File: src/rtl/multi_edge_detector.sv
`default_nettype none
// ============================================================================
//  Module      : multi_edge_detector
//  Description : N-channel input conditioner. Each channel synchronises an
//                asynchronous input, debounces it, emits one-cycle rise/fall
//                pulses, and captures mode-qualified events into sticky
//                pending/overrun flags with per-channel clear.
//  Revision    : 1.0 - initial release
// ============================================================================
module multi_edge_detector #(
  parameter int N               = 4,
  parameter int SYNC_STAGES     = 2,
  parameter int DEBOUNCE_CYCLES = 8
) (
  input  logic         clk,
  input  logic         rst,
  input  logic [N-1:0] in,
  input  logic [1:0]   mode,
  input  logic [N-1:0] clear,
  output logic [N-1:0] level,
  output logic [N-1:0] positive_edge,
  output logic [N-1:0] negative_edge,
  output logic [N-1:0] pending,
  output logic [N-1:0] overrun,
  output logic         any_pending
);

  // Counter only has to reach DEBOUNCE_CYCLES-1; the extra headroom keeps the
  // width legal when DEBOUNCE_CYCLES is 1.
  localparam int                c_cnt_w    = $clog2(DEBOUNCE_CYCLES + 1);
  localparam logic [c_cnt_w-1:0] c_cnt_last = c_cnt_w'(DEBOUNCE_CYCLES - 1);

  genvar g;
  generate
    for (g = 0; g < N; g++) begin : g_ch
      logic [SYNC_STAGES-1:0] r_sync;
      logic [c_cnt_w-1:0]     r_cnt;
      logic                   r_level;
      logic                   r_pos;
      logic                   r_neg;
      logic                   r_pend;
      logic                   r_ovr;

      logic w_sync_out;
      logic w_differs;
      logic w_commit;
      logic w_rise;
      logic w_fall;
      logic w_qual;

      // Only the last synchroniser stage is allowed to touch downstream logic.
      assign w_sync_out = r_sync[SYNC_STAGES-1];
      assign w_differs  = (w_sync_out != r_level);
      // The level flips on the DEBOUNCE_CYCLES-th consecutive differing sample.
      assign w_commit   = w_differs && (r_cnt == c_cnt_last);
      assign w_rise     = w_commit && w_sync_out;
      assign w_fall     = w_commit && !w_sync_out;
      assign w_qual     = (w_rise && mode[0]) || (w_fall && mode[1]);

      // Synchroniser chain: shift the raw input towards the last stage.
      always_ff @(posedge clk) begin
        if (!rst) begin
          r_sync <= '0;
        end else begin
          r_sync <= {r_sync[SYNC_STAGES-2:0], in[g]};
        end
      end

      // Debounce counter, filtered level and one-cycle transition pulses.
      always_ff @(posedge clk) begin
        if (!rst) begin
          r_cnt   <= '0;
          r_level <= 1'b0;
          r_pos   <= 1'b0;
          r_neg   <= 1'b0;
        end else begin
          r_pos <= w_rise;
          r_neg <= w_fall;
          if (!w_differs) begin
            r_cnt <= '0;
          end else if (w_commit) begin
            r_level <= w_sync_out;
            r_cnt   <= '0;
          end else begin
            r_cnt <= r_cnt + 1'b1;
          end
        end
      end

      // Sticky event flags; a new event beats a simultaneous clear.
      always_ff @(posedge clk) begin
        if (!rst) begin
          r_pend <= 1'b0;
          r_ovr  <= 1'b0;
        end else if (w_qual) begin
          r_pend <= 1'b1;
          r_ovr  <= clear[g] ? 1'b0 : (r_ovr | r_pend);
        end else if (clear[g]) begin
          r_pend <= 1'b0;
          r_ovr  <= 1'b0;
        end
      end

      assign level[g]         = r_level;
      assign positive_edge[g] = r_pos;
      assign negative_edge[g] = r_neg;
      assign pending[g]       = r_pend;
      assign overrun[g]       = r_ovr;
    end
  endgenerate

  // Summary flag lags pending by one cycle so it stays a clean flop output.
  always_ff @(posedge clk) begin
    if (!rst) begin
      any_pending <= 1'b0;
    end else begin
      any_pending <= |pending;
    end
  end

endmodule
`default_nettype wire

File: config.mk
export PLATFORM = sky130hd
export DESIGN_NAME = multi_edge_detector
export DESIGN_NICKNAME = d
export VERILOG_FILES = /design/src/rtl/multi_edge_detector.sv
export SDC_FILE = /design/constraint.sdc
export NUM_CORES = 1
export LEC_CHECK = 0
export ABC_CLOCK_PERIOD_IN_PS = 1550
export CAP_MARGIN = 15
export CORE_MARGIN = 2
export CORE_UTILIZATION = 61
export CTS_CLUSTER_SIZE = 20
export DETAILED_ROUTE_END_ITERATION = 8
export DONT_BUFFER_PORTS = 1
export PLACE_DENSITY = 0.75
export SETUP_SLACK_MARGIN = 0.4
export SLEW_MARGIN = 20
export SYNTH_ARGS = -nofsm -noshare
export SYNTH_HDL_FRONTEND = slang
export SYNTH_SLANG_ARGS = --single-unit
File: constraint.sdc
create_clock -name clk -period 1.55 [get_ports clk]
set_clock_uncertainty 0.2 [all_clocks]
set_input_delay 0.31 -clock clk [delete_from_list [all_inputs] [get_ports clk]]
set_output_delay 0.31 -clock clk [all_outputs]
set_load 0.05 [all_outputs]
==> impl_metrics.toml, run 1 <==
[placement]
post_dp_cell_area_um2 = 1810
io_buffer_count = 0
hpwlAfterDp_mm = 2.03
gp_congestion = 0.801

[worst_setup_path]
critPathArrivalTime_ns = 1.49
critical_path_required_ns = 1.62
r2r_cells = 5
setup.worst_path.class = "reg2reg"
rrSetupSlack_ns = 0.13
crit_start = "g_ch[3].r_level"
worstSetupStartpointType = "flop"
reg2reg_to = "g_ch[3].r_ovr"
path_max_fanout = 3
critPathCaptureType = "flop"
reg2reg_from = "g_ch[3].r_level"
crit_end = "g_ch[3].r_ovr"

[grt]
grt_pass1_wl_mm = 5.55
grt_max_degree = 30
grt_pass1_vias = 1279
grt-ovfl-total = 0
track_usage = 0.224
antenna_found_initial = 0

[drt]
route.vias.total = 1294
wirelength_met1_mm = 1.44
top_layer_used = "met4"
vias_per_cell = 5.65
wl_met2_mm = 1.78
first_iter_violations = 40
wl_met3_um = 212
drt_wl_total_mm = 3.56
dr.pass1.iters = 4
wl_per_cell_um = 15.6
drtAntennaViolNets = 0
route.detailed.drc = 0

[synthesis]
syn_nets = 193
synth_area_per_cell_um2 = 10.1
synth_top_family_by_area = "simple AND/OR/NAND/NOR gates"
synth-compound-area-share = 0.0818
synth_warnings = 0
synth-adder-area-share = 0.0280
synthMuxAreaShare = 0.0224
yosysSeqAreaShare = 0.503
synth_area_um2 = 1790
synth_simple_gate_area_share = 0.225
synth_xor_area_frac = 0.0391
synth.distinct_cells = 25
syn_inst = 177
synth_seq_cells = 45

[timing]
rsz0062_at_grt = "true"
hold_violations = 29
finalCriticalPeriod_ns = 1.42
tns_ns = 0
whs_ns = -0.161
max_slew_margin = 0.757
timing.fmax_mhz = 702
finalSetupViolations = 0
tightestPinTransition_ns = 0.364
slew_violations = 0
fin_crit_sh = 0.919

[floorplanning]
dieHeight_um = 58.2
num_rows = 19
io-pin-count = 33
start_util = 0.644
dieArea_um2 = 3380
die_x_um = 58.2
core-area_um2 = 2780

[clock_tree]
cts_max_level = 2
clk_pin_slew_ns = 0.13
tritoncts = "done"
clock_latency_ns = 0.37
hold_buffers = 8
cts_max_path_buffers = 2
cts_buffers = 5
root_buffer = "clkbuf_4"
cts_sinks = 45

[cells_and_area]
fin_nets = 213
drive_gt1_frac = 0.449
antenna_cells = 0
mostFrequentLayoutCells = "nor2_1 (16), dfxtp_4 (16), dfxtp_2 (15)"
area_growth_pct = 31.0
design_area_um2 = 2340

[run_status]
failed_checks = "negative hold slack"
status = "finished, violations left"

[power]
p_per_area_nw_per_um2 = 893
max-vdd-ir-drop_mv = 0.909
power_leakage_nw = 0.917

[worst_hold_path]
holdCritPathClass = "in2reg"

[run]
drv_cap = 0
-- layer usage --
layer | GRT usage | vias to the layer above
li1 | - | 620
met1 | 0.231 | 613
met2 | 0.394 | 47
met3 | 0.0804 | 14
met4 | 0.116 | 0
met5 | 0 | -
-- flip-flops by register name, indices dropped and copies added, names as in the netlist --
signal,count
g_ch.r_pos,4
g_ch.r_level,4
any_pending,1
g_ch.r_pend,4
g_ch.r_sync,8
g_ch.r_ovr,4
g_ch.r_neg,4
g_ch.r_cnt,16
-- synth_stat cells --
master,instances,area (um2)
nor2b_1,4,25.0
nor2_1,16,60.1
a22oi_1,4,30.0
and2b_2,2,17.5
o211ai_2,1,12.5
o21ai_0,7,35.0
mux2i_1,4,40.0
buf_4,21,158
clkbuf_1,2,7.51
ha_1,4,50.1
xor2_1,4,35.0
xnor2_1,4,35.0
o41a_1,1,11.3
nand2_1,8,30.0
nand4b_1,4,35.0
o31ai_1,4,30.0
and2_1,8,50.1
and2b_1,10,75.1
nand3b_1,4,30.0
o21ai_1,1,5.00
o211ai_1,3,22.5
nand3_1,4,20.0
dfxtp_1,45,901
nor3b_1,8,60.1
inv_1,4,15.0
-- critical path: stages (launching register included) --
cell	delay (ns)
dfxtp_2	0.35
buf_4	0.13
buf_6	0.10
and2b_2	0.22
a22oi_2	0.23
o31ai_2	0.08
-- area by class of cell --
class	instances	area, um2
Sequential cell	45	980
Multi-Input combinational cell	105	823
Fill cell	145	437
Timing Repair Buffer	36	385
Clock inverter	3	65.1
Tap cell	31	38.8
Clock buffer	5	37.5
Inverter	4	15.0
-- per-stage QoR --
step	util	setup WS, ns	power (W)	instances
3_5_place_dp	0.650	0.299	0.00124	194
4_1_cts	0.810	0.129	0.00211	225
2_1_floorplan	-	0.390	0.00124	177
3_3_place_gp	0.650	0.342	0.00124	194
5_1_grt	0.843	0.0847	0.00216	229
6_report	0.843	0.126	0.00209	229
-- worst min-delay path by stage --
stage                     slack [ns]                 to         startpoint  cells past startpoint
final                          -0.16   g_ch[2].r_cnt[2]                rst                      2
after global routing           -0.19   g_ch[2].r_cnt[2]                rst                      2
after CTS                      -0.16   g_ch[3].r_cnt[2]                rst                      2
after detailed placement        0.22  g_ch[0].r_sync[1]  g_ch[0].r_sync[0]                      1
after global placement          0.22  g_ch[1].r_sync[1]  g_ch[1].r_sync[0]                      1
after floorplan                 0.21  g_ch[1].r_sync[1]  g_ch[1].r_sync[0]                      1
-- timing repair --
| action | CTS | global route |
|---|---|---|
| setup buffers | 15 | 4 |
| resized for setup | 60 | 20 |
| endpoints found under the setup margin | 50 | 58 |
| hold endpoints to repair | 44 | 35 |
| pin swaps | 25 | 11 |
-- logic make-up (layout without fill, tap and decap cells) --
family / count (synthesis) / in the layout
xor+xnor: 8 / 8
flops: 45 / 45
compound gates: 21 / 21
fa+ha+maj: 4 / 4
simple gates: 68 / 68
buf+inv: 27 / 48
mux: 4 / 4
-- power breakdown --
| part | internal, W | switching (W) | total [W] |
|---|---|---|---|
| Sequential | 0.00114 | 0.00000983 | 0.00115 |
| Clock | 0.000499 | 0.000373 | 0.000872 |
| Combinational | 0.0000414 | 0.0000283 | 0.0000697 |
| Total | 0.00168 | 0.000411 | 0.00209 |
Note: power is estimated with default switching activity, not from simulation.
==> run 2: changes to the inputs <==
--- a/config.mk
+++ b/config.mk
@@ -7,11 +7,13 @@
 export LEC_CHECK = 0
 export ABC_CLOCK_PERIOD_IN_PS = 1550
 export CAP_MARGIN = 15
+export CORE_ASPECT_RATIO = 1.1
 export CORE_MARGIN = 2
 export CORE_UTILIZATION = 61
 export CTS_CLUSTER_SIZE = 20
 export DETAILED_ROUTE_END_ITERATION = 8
 export DONT_BUFFER_PORTS = 1
+export GPL_TIMING_DRIVEN = 0
 export PLACE_DENSITY = 0.75
 export SETUP_SLACK_MARGIN = 0.4
 export SLEW_MARGIN = 20
==> run 2 against run 1 <==
  * The run now ends clean
  * Cell count up 5.7%
  * Critical path depth down 4
  * Routed wire length up 4.3%
  * Die area about the same
  * Sequential power about the same
  * First-iteration DRC count down 40%
  * Final area up 3.4%
  * Via count unchanged
  * Flip-flop and latch count unchanged
  * Register-to-register slack better by 0.04 ns
  * Critical endpoint is now level[0]
==> impl_metrics.toml, run 2 (same netlist as run 1, synthesis figures left out) <==
[run_status]
status = "finished, final reports clean"

[timing]
finalSetupViolations = 0
tightestPinTransition_ns = 0.461
slew_violations = 0
timing.fmax_mhz = 721
fin_crit_sh = 0.895
max_slew_margin = 0.693
finalCriticalPeriod_ns = 1.39
rsz0062_at_grt = "true"
hold_violations = 0
tns_ns = 0

[clock_tree]
root_buffer = "clkbuf_4"
clk_pin_slew_ns = 0.12
clock_latency_ns = 0.34
cts_max_level = 2
cts_max_path_buffers = 2
cts_buffers = 5
tritoncts = "done"
cts_sinks = 45

[placement]
hpwlAfterDp_mm = 2.13
gp_congestion = 0.707
post_dp_cell_area_um2 = 1910
io_buffer_count = 0

[run]
drv_cap = 0

[drt]
dr.pass1.iters = 4
route.detailed.drc = 0
first_iter_violations = 24
wl_per_cell_um = 15.3
drtAntennaViolNets = 0
vias_per_cell = 5.35
route.vias.total = 1294
drt_wl_total_mm = 3.71

[cells_and_area]
mostFrequentLayoutCells = "dfxtp_2 (27), nor2_1 (16), buf_4 (15)"
fin_nets = 224
regArea_um2 = 953
antenna_cells = 0
drive_gt1_frac = 0.474
area_growth_pct = 35.4
fillers = 135
design_area_um2 = 2420
multiInputGateArea_um2 = 826
reg.largest.list = "g_ch.r_cnt x16, g_ch.r_sync x8"
largest_reg_flops = 16
largest_register = "g_ch.r_cnt"
layout_commonest_cell = "dfxtp_2"

[power]
max-vdd-ir-drop_mv = 0.743
p_per_area_nw_per_um2 = 816
power_leakage_nw = 0.960

[worst_setup_path]
path_cells = "buf_8"
slowest_delay_ns = 0.40
critPathCaptureType = "output pin"
setup.worst_path.class = "reg2out"
slowest_stage = "dfxtp_4"
path_max_fanout = 6
critPathArrivalTime_ns = 0.88
critical_path_required_ns = 1.04
crit_buf_inv = 1
critPathTopFamily = "flip-flops"
worstSetupStartpointType = "flop"

[grt]
grt-ovfl-total = 0
antenna_found_initial = 0
grt_max_degree = 14
track_usage = 0.224
met2_usage = 0.429
busiest_layer = "met2"
grt_pass1_wl_mm = 5.71
grtUsageMet3 = 0.0789
grt_pass1_vias = 1311
use_met1 = 0.230

[floorplanning]
num_rows = 20
start_util = 0.645
core-area_um2 = 2780
die_x_um = 55.7
dieHeight_um = 60.8
dieArea_um2 = 3380
io-pin-count = 33

[worst_hold_path]
holdCritPathClass = "in2reg"
-- run 2: power breakdown --
part / internal, W / switching, W / total, W
Sequential: 0.00116 / 0.00000944 / 0.00117
Clock: 0.000386 / 0.000345 / 0.000731
Combinational: 0.0000407 / 0.0000382 / 0.0000789
-- run 2: repair_timing --
action / 4_1_cts / 5_1_grt
endpoints found under the hold margin: 8 / 0
pin swaps: 21 / 9
endpoints found under the setup margin: 54 / 58
hold buffers: 6 / 0
buffers inserted: 15 / 3
cloned: 0 / 0
gates resized for setup: 64 / 18
-- run 2: layout make-up --
class,count,share of cell area
Buffer,23,0.119
Clock inverter,1,0.0124
Clock buffer,7,0.0227
Tap cell,33,0.0170
Multi-Input combinational cell,105,0.341
Sequential cell,45,0.393
Timing Repair Buffer,24,0.0888
Inverter,4,0.00619
-- run 2: final timing paths --
| check | end | start | slack, ns | cells after the start |
|---|---|---|---|---|
| worst max-delay path | level[0] | g_ch[0].r_level | 0.16 | 1 |
| worst min-delay path | g_ch[2].r_ovr | clear[2] | 0.08 | 3 |
| worst max register to register | g_ch[2].r_cnt[3] | g_ch[2].r_level | 0.17 | 5 |
| worst min register to register | g_ch[3].r_sync[1] | g_ch[3].r_sync[0] | 0.25 | 1 |
-- run 2: routing by layer --
| metal | share of wire | vias to the layer above |
|---|---|---|
| met5 | 0 | - |
| met4 | 0.013 | 0 |
| met3 | 0.050 | 6 |
| met2 | 0.55 | 34 |
| met1 | 0.39 | 608 |
| li1 | - | 646 |
-- run 2: per-stage QoR --
step / hold slack (ns) / setup slack (ns) / total power [W] / instances / utilization
after CTS: 0.0581 / 0.142 / 0.00199 / 239 / 0.841
final: 0.0811 / 0.163 / 0.00198 / 242 / 0.873
after detailed placement: 0.224 / 0.195 / 0.00125 / 210 / 0.687
after global routing: 0.0662 / 0.113 / 0.00206 / 242 / 0.873
after global placement: 0.214 / 0.216 / 0.00125 / 210 / 0.687
after floorplan: 0.212 / 0.390 / 0.00124 / 177 / -
